==> src/rtl/alu_issue_stage_pkg.sv <==
// rtl/alu_issue_stage_pkg.sv - ALU control codes, opcodes, skid states and issue bundle layout
// Shared by the issue stage, its skid buffer and the ALU.
// Optional feature macro: ALU_ISSUE_WORD_OPS_EN (adds the word flag to the bundle).
package alu_issue_stage_pkg;

    localparam int XLEN = 64;

    typedef enum logic [3:0] {
        ALU_AND  = 4'b0000,
        ALU_OR   = 4'b0001,
        ALU_ADD  = 4'b0010,
        ALU_XOR  = 4'b0011,
        ALU_SLL  = 4'b0100,
        ALU_SRL  = 4'b0101,
        ALU_SUB  = 4'b0110,
        ALU_SLT  = 4'b0111,
        ALU_SLTU = 4'b1000,
        ALU_SRA  = 4'b1001
    } alu_ctl_e;

    localparam logic [6:0] OPC_OP         = 7'h33;
    localparam logic [6:0] OPC_OP_IMM     = 7'h13;
    localparam logic [6:0] OPC_LOAD       = 7'h03;
    localparam logic [6:0] OPC_STORE      = 7'h23;
    localparam logic [6:0] OPC_BRANCH     = 7'h63;
    localparam logic [6:0] OPC_LUI        = 7'h37;
    localparam logic [6:0] OPC_OP_32      = 7'h3B;
    localparam logic [6:0] OPC_OP_IMM_32  = 7'h1B;

    typedef enum logic [1:0] {
        SKID_EMPTY = 2'd0,
        SKID_ONE   = 2'd1,
        SKID_FULL  = 2'd2
    } skid_state_e;

    typedef struct packed {
        logic [3:0]      alu_ctl;
        logic            alu_src;
        logic [XLEN-1:0] rs1;
        logic [XLEN-1:0] rs2;
        logic [XLEN-1:0] imm;
        logic [4:0]      rd;
        logic            reg_write;
        logic            branch;
        logic [2:0]      funct3;
        logic            illegal;
`ifdef ALU_ISSUE_WORD_OPS_EN
        logic            word;
`endif
    } issue_bundle_t;

    // alt selects SUB for funct3=000 and SRA for funct3=101; callers qualify it.
    function automatic logic [3:0] alu_op_from_funct3(input logic [2:0] funct3, input logic alt);
        case (funct3)
            3'b000:  return alt ? ALU_SUB : ALU_ADD;
            3'b001:  return ALU_SLL;
            3'b010:  return ALU_SLT;
            3'b011:  return ALU_SLTU;
            3'b100:  return ALU_XOR;
            3'b101:  return alt ? ALU_SRA : ALU_SRL;
            3'b110:  return ALU_OR;
            default: return ALU_AND;
        endcase
    endfunction

endpackage

==> src/rtl/alu_issue_stage_skid_buffer.sv <==
// rtl/alu_issue_stage_skid_buffer.sv - 2-entry valid/ready skid register
// Ports: i_Clk, i_Rst (async, active-high), i_Flush; upstream i_Valid/o_Ready/i_Data;
//        downstream o_Valid/i_Ready/o_Data. o_Ready is registered and independent of i_Ready.
module alu_issue_stage_skid_buffer
    import alu_issue_stage_pkg::*;
#(
    parameter int WIDTH = 8
) (
    input  logic             i_Clk,
    input  logic             i_Rst,
    input  logic             i_Flush,
    input  logic             i_Valid,
    output logic             o_Ready,
    input  logic [WIDTH-1:0] i_Data,
    output logic             o_Valid,
    input  logic             i_Ready,
    output logic [WIDTH-1:0] o_Data
);

    skid_state_e      state_q, state_d;
    logic             ready_q;
    logic [WIDTH-1:0] out_q, out_d;
    logic [WIDTH-1:0] skid_q, skid_d;
    logic             accept;
    logic             drain;

    assign accept = i_Valid && ready_q;
    assign drain  = (state_q != SKID_EMPTY) && i_Ready;

    always_ff @(posedge i_Clk or posedge i_Rst) begin
        if (i_Rst) begin
            state_q <= SKID_EMPTY;
            ready_q <= 1'b1;
            out_q   <= '0;
            skid_q  <= '0;
        end else begin
            state_q <= state_d;
            // Registered copy of "next state is not FULL" keeps o_Ready off the i_Ready path.
            ready_q <= (state_d != SKID_FULL);
            out_q   <= out_d;
            skid_q  <= skid_d;
        end
    end

    always_comb begin
        state_d = state_q;
        if (i_Flush) begin
            state_d = SKID_EMPTY;
        end else begin
            case (state_q)
                SKID_EMPTY: if (accept) state_d = SKID_ONE;
                SKID_ONE: begin
                    if (accept && !drain)      state_d = SKID_FULL;
                    else if (drain && !accept) state_d = SKID_EMPTY;
                end
                SKID_FULL:  if (drain) state_d = SKID_ONE;
                default:    state_d = SKID_EMPTY;
            endcase
        end
    end

    always_comb begin
        out_d  = out_q;
        skid_d = skid_q;
        if (!i_Flush) begin
            case (state_q)
                SKID_EMPTY: if (accept) out_d = i_Data;
                SKID_ONE: begin
                    if (accept && drain) out_d  = i_Data;
                    else if (accept)     skid_d = i_Data;
                end
                SKID_FULL:  if (drain) out_d = skid_q;
                default: ;
            endcase
        end
    end

    assign o_Valid = (state_q != SKID_EMPTY);
    assign o_Ready = ready_q;
    assign o_Data  = out_q;

endmodule

==> src/rtl/alu_issue_stage.sv <==
// rtl/alu_issue_stage.sv - RV64I decoder feeding a registered ALU issue skid buffer
// Ports: i_Clk, i_Rst (async, active-high), i_Flush; upstream i_Valid/o_Ready with
//        i_Instr, i_Rs1Data, i_Rs2Data; downstream o_Valid/i_Ready with o_ALUctl, o_ALUsrc,
//        o_Rs1, o_Rs2, o_Immediate, o_Rd, o_RegWrite, o_Branch, o_Funct3, o_Illegal.
// Macro ALU_ISSUE_WORD_OPS_EN: decodes OP-32/OP-IMM-32 and adds o_Word.
module alu_issue_stage
    import alu_issue_stage_pkg::*;
(
    input  logic            i_Clk,
    input  logic            i_Rst,
    input  logic            i_Flush,
    input  logic            i_Valid,
    output logic            o_Ready,
    input  logic [31:0]     i_Instr,
    input  logic [XLEN-1:0] i_Rs1Data,
    input  logic [XLEN-1:0] i_Rs2Data,
    output logic            o_Valid,
    input  logic            i_Ready,
    output logic [3:0]      o_ALUctl,
    output logic            o_ALUsrc,
    output logic [XLEN-1:0] o_Rs1,
    output logic [XLEN-1:0] o_Rs2,
    output logic [XLEN-1:0] o_Immediate,
    output logic [4:0]      o_Rd,
    output logic            o_RegWrite,
    output logic            o_Branch,
    output logic [2:0]      o_Funct3,
    output logic            o_Illegal
`ifdef ALU_ISSUE_WORD_OPS_EN
    ,
    output logic            o_Word
`endif
);

    logic [6:0]      opcode;
    logic [2:0]      funct3;
    logic [6:0]      funct7;
    logic [4:0]      rd;
    logic [XLEN-1:0] imm_i, imm_s, imm_b, imm_u;
    logic            r_funct7_ok;
    issue_bundle_t   dec;
    issue_bundle_t   out_bundle;

    assign opcode = i_Instr[6:0];
    assign rd     = i_Instr[11:7];
    assign funct3 = i_Instr[14:12];
    assign funct7 = i_Instr[31:25];

    assign imm_i = {{(XLEN-12){i_Instr[31]}}, i_Instr[31:20]};
    assign imm_s = {{(XLEN-12){i_Instr[31]}}, i_Instr[31:25], i_Instr[11:7]};
    assign imm_b = {{(XLEN-13){i_Instr[31]}}, i_Instr[31], i_Instr[7], i_Instr[30:25], i_Instr[11:8], 1'b0};
    assign imm_u = {{(XLEN-32){i_Instr[31]}}, i_Instr[31:12], 12'b0};

    // funct7=0100000 is only meaningful for SUB and SRA.
    assign r_funct7_ok = (funct7 == 7'h00) ||
                         ((funct7 == 7'h20) && ((funct3 == 3'b000) || (funct3 == 3'b101)));

    always_comb begin
        dec         = '0;
        dec.rs1     = i_Rs1Data;
        dec.rs2     = i_Rs2Data;
        dec.rd      = rd;
        dec.funct3  = funct3;
        dec.alu_ctl = ALU_ADD;
        case (opcode)
            OPC_OP: begin
                dec.reg_write = 1'b1;
                dec.alu_ctl   = alu_op_from_funct3(funct3, i_Instr[30]);
                dec.illegal   = !r_funct7_ok;
            end
            OPC_OP_IMM: begin
                dec.alu_src   = 1'b1;
                dec.reg_write = 1'b1;
                // ADDI with imm bit 10 set is still ADD; only the right shift uses it.
                dec.alu_ctl   = alu_op_from_funct3(funct3, (funct3 == 3'b101) && i_Instr[30]);
                if ((funct3 == 3'b001) || (funct3 == 3'b101))
                    dec.imm = {{(XLEN-6){1'b0}}, i_Instr[25:20]};
                else
                    dec.imm = imm_i;
            end
            OPC_LOAD: begin
                dec.alu_src   = 1'b1;
                dec.reg_write = 1'b1;
                dec.imm       = imm_i;
            end
            OPC_STORE: begin
                dec.alu_src = 1'b1;
                dec.imm     = imm_s;
            end
            OPC_BRANCH: begin
                dec.branch = 1'b1;
                dec.imm    = imm_b;
                case (funct3[2:1])
                    2'b10:   dec.alu_ctl = ALU_SLT;
                    2'b11:   dec.alu_ctl = ALU_SLTU;
                    default: dec.alu_ctl = ALU_SUB;
                endcase
            end
            OPC_LUI: begin
                dec.alu_src   = 1'b1;
                dec.reg_write = 1'b1;
                dec.rs1       = '0;
                dec.imm       = imm_u;
            end
`ifdef ALU_ISSUE_WORD_OPS_EN
            OPC_OP_32: begin
                dec.word      = 1'b1;
                dec.reg_write = 1'b1;
                dec.alu_ctl   = alu_op_from_funct3(funct3, i_Instr[30]);
                dec.illegal   = !(r_funct7_ok && ((funct3 == 3'b000) || (funct3 == 3'b001) ||
                                                  (funct3 == 3'b101)));
            end
            OPC_OP_IMM_32: begin
                dec.word      = 1'b1;
                dec.alu_src   = 1'b1;
                dec.reg_write = 1'b1;
                dec.alu_ctl   = alu_op_from_funct3(funct3, (funct3 == 3'b101) && i_Instr[30]);
                if (funct3 == 3'b000) begin
                    dec.imm = imm_i;
                end else begin
                    dec.imm     = {{(XLEN-5){1'b0}}, i_Instr[24:20]};
                    dec.illegal = !(r_funct7_ok && ((funct3 == 3'b001) || (funct3 == 3'b101)));
                end
            end
`endif
            default: dec.illegal = 1'b1;
        endcase
        if (dec.illegal) begin
            dec.alu_ctl   = ALU_ADD;
            dec.reg_write = 1'b0;
            dec.branch    = 1'b0;
        end
        if (rd == 5'd0) dec.reg_write = 1'b0;
    end

    alu_issue_stage_skid_buffer #(
        .WIDTH($bits(issue_bundle_t))
    ) u_skid (
        .i_Clk  (i_Clk),
        .i_Rst  (i_Rst),
        .i_Flush(i_Flush),
        .i_Valid(i_Valid),
        .o_Ready(o_Ready),
        .i_Data (dec),
        .o_Valid(o_Valid),
        .i_Ready(i_Ready),
        .o_Data (out_bundle)
    );

    assign o_ALUctl    = out_bundle.alu_ctl;
    assign o_ALUsrc    = out_bundle.alu_src;
    assign o_Rs1       = out_bundle.rs1;
    assign o_Rs2       = out_bundle.rs2;
    assign o_Immediate = out_bundle.imm;
    assign o_Rd        = out_bundle.rd;
    assign o_RegWrite  = out_bundle.reg_write;
    assign o_Branch    = out_bundle.branch;
    assign o_Funct3    = out_bundle.funct3;
    assign o_Illegal   = out_bundle.illegal;
`ifdef ALU_ISSUE_WORD_OPS_EN
    assign o_Word      = out_bundle.word;
`endif

endmodule

==> config.mk <==
export PLATFORM = sky130hd
export DESIGN_NAME = alu_issue_stage
export DESIGN_NICKNAME = d
export VERILOG_FILES = /design/src/rtl/alu_issue_stage_pkg.sv /design/src/rtl/alu_issue_stage_skid_buffer.sv /design/src/rtl/alu_issue_stage.sv
export SDC_FILE = /design/constraint.sdc
export NUM_CORES = 1
export LEC_CHECK = 0
export BUFFER_PORTS_ARGS = -buffer_cell sky130_fd_sc_hd__buf_4
export CORE_ASPECT_RATIO = 0.9
export CORE_MARGIN = 3
export CORE_UTILIZATION = 49
export CTS_CLUSTER_SIZE = 8
export DETAILED_ROUTE_END_ITERATION = 6
export GPL_TIMING_DRIVEN = 0
export PLACE_DENSITY = 0.88
export SETUP_SLACK_MARGIN = 0.05
export SYNTH_ARGS = -nofsm -noshare
export SYNTH_HDL_FRONTEND = slang
export SYNTH_SLANG_ARGS = --single-unit
==> constraint.sdc <==
create_clock -name i_Clk -period 10.1 [get_ports i_Clk]
set_clock_uncertainty 0.1 [all_clocks]
set_input_delay 0 -clock i_Clk [delete_from_list [all_inputs] [get_ports i_Clk]]
set_output_delay 0 -clock i_Clk [all_outputs]
set_load 0.1 [all_outputs]
==> impl_metrics.json, run 1 <==
{
  "outcome": "finished, final reports clean",
  "firstDrtPassIters": 6,
  "synth_common_cells": "nand2_1 (637), dfrtp_1 (354), nor2_1 (171)",
  "rsz0062_at_grt": "false",
  "netlist.top_cell.by_area": "dfrtp_1",
  "clk_root_buffer_cell": "clkbuf_16",
  "drc_errors": 0,
  "synthesis.instances": 1795,
  "hold_path_class": "input pin to flip-flop",
  "fp.dieArea_mm2": 0.0340,
  "fp.coreArea_mm2": 0.0311,
  "post_cts.repair.setup_buffers": 0,
  "via_per_inst": 5.87,
  "width_of_the_chip_um": 194,
  "async_set_or_reset_flop_fraction_in_the_synthesized_netlist": 1.00,
  "shortest_period_the_worst_path_allows_ns": 3.35,
  "yosys.area.top_type_share": 0.568,
  "total_leakage_power_nw": 10.8,
  "clock_path_buffers": 3,
  "synth_edf_count": 0,
  "setup_viol": 0,
  "wl_final_mm": 58.0,
  "power_per_cell_area_mw_per_mm2": 247,
  "timing.critical_path.fanout_max": 10,
  "cp.arrival_ns": 3.72,
  "yosysSeqAreaShare": 0.569,
  "finalHoldWorstSlack_ns": 0.0589,
  "timing.critical_path.from_type": "flip-flop",
  "syn-mean-instance-area_um2": 8.69,
  "timing.final.crit_share": 0.332,
  "path_clk_slew_ns": 0.05,
  "hold_violations": 0,
  "drive_above_1_share": 0.213,
  "timing.setup.critical_path_class": "flip-flop to flip-flop",
  "grt_max_degree": 108,
  "cell_with_the_most_instances_after_synthesis": "nand2_1",
  "mappedNetlistNets": 1960,
  "wire_per_inst_um": 20.7,
  "number_of_buffers_added_by_the_clock_tree_synthesis_step": 50,
  "yosys_warnings": 0,
  "place.gp.congestion": 0.916,
  "timing.setup.tns_ns": 0,
  "clock-sinks": 355,
  "grt_use_total": 0.331,
  "synth_top_cells_by_area": "dfrtp_1 (57%), nand2_1 (15%), a31oi_1 (6.3%)",
  "antenna_found_initial": 4,
  "postLayoutSetupSlackWorst_ns": 6.75,
  "port_buffers": 371,
  "synth-main-ff-cell": "dfrtp_1",
  "dpl.hpwl_mm": 37.8,
  "ys_ff_latch": 355,
  "synth.lib_cells_used.distinct": 58,
  "irDropWorstVdd_mv": 0.199,
  "rows": 61,
  "critical_path.endpoint_type": "flip-flop",
  "cts_max_level": 2,
  "initial_utilization": 0.501,
  "post_synth_instance_area_mm2": 0.0156,
  "num-nets-final": 2552,
  "worst-slew-pin-transition_ns": 1.13,
  "globalRoute.totalOverflow": 0,
  "wire_length_of_the_first_global_routing_pass_mm": 90.3,
  "synthToLayoutAreaGrowth_pct": 41.0,
  "dp_slack_ns": 6.83,
  "slew-limit-headroom": 0.247,
  "cts.hold.buffers_added": 166,
  "detail_route.iter0.violations": 1698,
  "cts_tree": "built",
  "worstPathRequired_ns": 10.47,
  "ioPinCount": 375,
  "die-height_um": 175,
  "max_freq_ghz": 0.299,
  "vias_in_the_first_global_route": 16500,
  "drtAntennaViolNets": 0,
  "worstSkewPairLatency_ns": 0.54,
  "post_cts_resize_count": 0,
  "max_cap_violations": 0,
  "detailroute.via_count": 16500,
  "final_max_slew_viol_count": 0
}
-- per-stage QoR --
step,cells,util,total power [mW],area (um2)
floorplan,1795,-,3.37,15600
detailed placement,2578,0.610,3.86,19000
global route,2801,0.706,5.61,22000
CTS,2798,0.706,5.40,22000
finish,2802,0.706,5.43,22000
global placement,2575,0.607,3.81,18900
-- flip-flops by register name, summed over array words and instances (netlist names) --
name / cells
u_skid.o_Data: 176
u_skid.o_Ready: 1
u_skid.skid_q: 176
u_skid.state_q: 2
-- placed cells by master (no fill, tap or decap), types with 18 or more instances in the layout --
master	count
and3_1	20
clkbuf_16	53
a31oi_1	157
a21oi_1	21
nor2_1	171
a221o_1	18
buf_2	24
dlygate4sd3_1	166
dfrtp_1	354
buf_4	405
clkbuf_1	91
nand3_1	142
nand2_1	637
o21ai_0	24
-- routing by layer --
layer,global-route usage,up-vias,part of all wire
met1,0.433,7897,0.38
met2,0.530,1175,0.46
met3,0.0763,266,0.10
met5,0,-,0
li1,-,7119,-
met4,0.155,0,0.056
-- final timing paths --
| kind | cells past startpoint | end | from | slack, ns |
|---|---|---|---|---|
| min | 4 | u_skid.skid_q[207] | i_Instr[6] | 0.06 |
| min in group asynchronous | 4 | u_skid.o_Data[98] | i_Rst | 0.62 |
| max reg2reg | 8 | u_skid.skid_q[139] | u_skid.o_Ready | 6.75 |
| max | 8 | u_skid.skid_q[139] | u_skid.o_Ready | 6.75 |
| max in group asynchronous | 6 | u_skid.o_Ready | i_Rst | 7.96 |
| min reg2reg | 2 | u_skid.skid_q[204] | u_skid.skid_q[204] | 0.37 |
-- cell families (layout without fill, tap and decap cells) --
| group | count (synthesis) | count (layout) | share of synthesized area |
|---|---|---|---|
| compound gates | 251 | 251 | 0.104 |
| xor+xnor | 2 | 2 | 0.00112 |
| buf+inv | 176 | 770 | 0.0553 |
| flops | 355 | 355 | 0.569 |
| mux | 9 | 9 | 0.00625 |
| other cells | 0 | 4 | 0 |
| simple gates | 1002 | 1002 | 0.264 |
-- worst max-delay path: stages, from the launching register on --
cell and delay, ns:
dfstp_2 0.54, nand2_1 0.08, nor3_1 0.18, and2_1 0.15, clkbuf_1 0.54, clkbuf_1 0.85, clkbuf_1 0.58, nand3_1 0.16
nand2_1 0.10
-- report_power, final --
group / switching (mW) / leakage [nW] / internal (mW)
Clock: 0.583 / 0.653 / 0.909
Sequential: 0.189 / 4.31 / 1.72
Combinational: 1.55 / 5.83 / 0.474
-- layout make-up --
type,instances,area [um2]
Fill cell,2135,9150
Buffer,172,848
Clock buffer,53,1330
Inverter,4,22.5
Clock inverter,1,7.51
Antenna cell,4,10.0
Timing Repair Buffer,540,4530
Tap cell,409,512
Sequential cell,355,8880
Multi-Input combinational cell,1264,5850
(Power assumes the default switching activity.)
==> run 2, diff against run 1 <==
--- a/config.mk
+++ b/config.mk
@@ -5,14 +5,15 @@
 export SDC_FILE = /design/constraint.sdc
 export NUM_CORES = 1
 export LEC_CHECK = 0
+export ABC_AREA = 1
 export BUFFER_PORTS_ARGS = -buffer_cell sky130_fd_sc_hd__buf_4
 export CORE_ASPECT_RATIO = 0.9
 export CORE_MARGIN = 3
-export CORE_UTILIZATION = 49
+export CORE_UTILIZATION = 54
 export CTS_CLUSTER_SIZE = 8
 export DETAILED_ROUTE_END_ITERATION = 6
 export GPL_TIMING_DRIVEN = 0
-export PLACE_DENSITY = 0.88
+export PLACE_DENSITY = 0.91
 export SETUP_SLACK_MARGIN = 0.05
 export SYNTH_ARGS = -nofsm -noshare
 export SYNTH_HDL_FRONTEND = slang
==> constraint.sdc (replaced) <==
create_clock -name i_Clk -period 3.2 [get_ports i_Clk]
set_clock_uncertainty 0.1 [all_clocks]
set_input_delay 0 -clock i_Clk [delete_from_list [all_inputs] [get_ports i_Clk]]
set_output_delay 0 -clock i_Clk [all_outputs]
set_load 0.1 [all_outputs]
==> impl_metrics.json, run 2 <==
{
  "wire_per_inst_um": 20.5,
  "wl_final_mm": 60.7,
  "post-route-cell-area_mm2": 0.0224,
  "detailroute.via_count": 17300,
  "worstPathRequired_ns": 3.59,
  "post_synth_instance_area_mm2": 0.0158,
  "cell_with_the_most_instances_after_synthesis": "nand2_1",
  "rows": 58,
  "grt_max_degree": 43,
  "number_of_placed_instances_taps_included": 2732,
  "synth_common_cells": "nand2_1 (778), dfrtp_1 (354), nor2_1 (176)",
  "synthesis.instances": 1958,
  "timing.critical_path.fanout_max": 7,
  "synth-main-ff-cell": "dfrtp_1",
  "detail_route.iter0.violations": 1960,
  "fp.coreArea_mm2": 0.0284,
  "cts_max_level": 2,
  "yosysSeqAreaShare": 0.562,
  "cts.hold.buffers_added": 168,
  "port_buffers": 374,
  "setup_viol": 0,
  "clock-sinks": 355,
  "fp.dieArea_mm2": 0.0314,
  "hold_violations": 0,
  "fin_total_pwr_mw": 16.4,
  "num-nets-final": 2727,
  "post_cts.repair.setup_buffers": 0,
  "mappedNetlistNets": 2123,
  "cp.arrival_ns": 2.95,
  "path_clk_slew_ns": 0.05,
  "netlist.top_cell.by_area": "dfrtp_1",
  "wire_length_of_the_first_global_routing_pass_mm": 95.6,
  "max_freq_ghz": 0.390,
  "worst-slew-pin-transition_ns": 0.963,
  "ioPinCount": 375,
  "total_leakage_power_nw": 11.6,
  "antenna_found_initial": 3,
  "place.gp.congestion": 0.935,
  "drc_errors": 0,
  "critical_path.endpoint_type": "flip-flop",
  "power_per_cell_area_mw_per_mm2": 731,
  "timing.setup.critical_path_class": "input pin to flip-flop",
  "cts_tree": "built",
  "synthToLayoutAreaGrowth_pct": 41.4,
  "synth_top_cells_by_area": "dfrtp_1 (56%), nand2_1 (18%), nor2_1 (4.2%)",
  "shortest_period_the_worst_path_allows_ns": 2.56,
  "timing.final.crit_share": 0.801,
  "dpl.hpwl_mm": 39.0,
  "initial_utilization": 0.557,
  "die-height_um": 168,
  "ys_ff_latch": 355,
  "max_cap_violations": 0,
  "yosys.area.top_type_share": 0.560,
  "clk_root_buffer_cell": "clkbuf_16",
  "rsz0062_at_grt": "false",
  "hold_path_class": "input pin to async pin",
  "post_cts_resize_count": 0,
  "number_of_buffers_added_by_the_clock_tree_synthesis_step": 50,
  "vias_in_the_first_global_route": 17800,
  "async_set_or_reset_flop_fraction_in_the_synthesized_netlist": 1.00,
  "syn-mean-instance-area_um2": 8.07,
  "final_max_slew_viol_count": 0,
  "worstSkewPairLatency_ns": 0.57,
  "globalRoute.totalOverflow": 0,
  "irDropWorstVdd_mv": 0.681,
  "synth_edf_count": 0,
  "outcome": "finished, final reports clean",
  "drtAntennaViolNets": 0,
  "finish.cell_count_without_fillers": 2967,
  "width_of_the_chip_um": 186,
  "firstDrtPassIters": 7,
  "slew-limit-headroom": 0.358,
  "clock_path_buffers": 3,
  "synth.lib_cells_used.distinct": 25,
  "layout_commonest_cell": "nand2_1",
  "drive_above_1_share": 0.213,
  "most-common-layout-cells": "nand2_1 (778), buf_4 (407), dfrtp_1 (354)",
  "timing.critical_path.from_type": "input pin",
  "total_cell_area_at_the_placement_stage_mm2": 0.0193,
  "via_per_inst": 5.82,
  "yosys_warnings": 0,
  "grt_use_total": 0.381
}
-- run 2: cell types whose count changed after synthesis, moves of 37 or more --
cell | before | now
nand2_1 | 637 | 778
o21ai_0 | 24 | 121
a31oi_1 | 157 | 73
nand3_1 | 142 | 64
a21oi_1 | 21 | 86
o21ai_1 | 2 | 61
buf_2 | 24 | 61
-- run 2: worst paths after layout --
kind                       slack (ns)                from  depth (start not counted)                  to
max                              0.64          i_Instr[3]                          9   u_skid.skid_q[22]
min                              0.10               i_Rst                          3   u_skid.o_Data[29]
max reg2reg                      0.72   u_skid.state_q[0]                          9  u_skid.o_Data[201]
min reg2reg                      0.37  u_skid.skid_q[104]                          2  u_skid.skid_q[104]
max in group asynchronous        1.43               i_Rst                          7  u_skid.skid_q[104]
min in group i_Clk               0.11          i_Instr[0]                          7  u_skid.skid_q[204]
-- run 2: per-stage QoR --
step           setup WS, ns  hold WS (ns)  utilization  setup TNS (ns)
5_1_grt               0.462         0.129        0.788               0
3_3_place_gp          -3.52         0.113        0.673        -1236.74
2_1_floorplan         -1.66       -0.0369            -         -586.42
3_5_place_dp          0.986         0.118        0.681               0
4_1_cts               0.687        0.0847        0.788               0
6_report              0.638         0.102        0.788               0
-- run 2: logic make-up (layout without fill, tap and decap cells) --
kind of cell,count (synthesis),in the layout,share of synthesized area
buffers and inverters,209,825,0.0623
DFF,355,355,0.562
and+or+nand+nor,1043,1043,0.258
other,0,3,0
AOI/OAI and AO/OA,351,351,0.118
-- run 2: final cells by class --
class	instances	area (um2)
Sequential cell	355	8880
Fill cell	1783	6020
Multi-Input combinational cell	1394	5940
Timing Repair Buffer	552	4700
Clock buffer	60	1290
Buffer	163	812
Tap cell	390	488
Inverter	46	176
Clock inverter	4	62.6
Antenna cell	3	7.51
-- run 2: per-layer routing --
| metal | global-route usage | up-vias | wire length, um |
|---|---|---|---|
| met5 | 0 | - | 0 |
| met4 | 0.208 | 0 | 3530 |
| met3 | 0.0904 | 303 | 6540 |
| met2 | 0.631 | 1317 | 28700 |
| met1 | 0.466 | 8161 | 22000 |
| li1 | - | 7486 | - |
-- run 2: critical path, cell delays in order --
cell,delay (ns)
dlygate4sd3_1,0.54
buf_4,0.14
nor2_1,0.18
dlygate4sd3_1,0.60
nand3_2,0.18
nor2_1,0.41
nand2_1,0.14
dlygate4sd3_1,0.60
a31oi_1,0.16
-- run 2: where the power goes --
part / internal [mW] / switching (mW) / total, mW
sequential: 5.38 / 0.582 / 5.96
clock: 2.80 / 1.97 / 4.77
combinational: 1.31 / 4.31 / 5.62
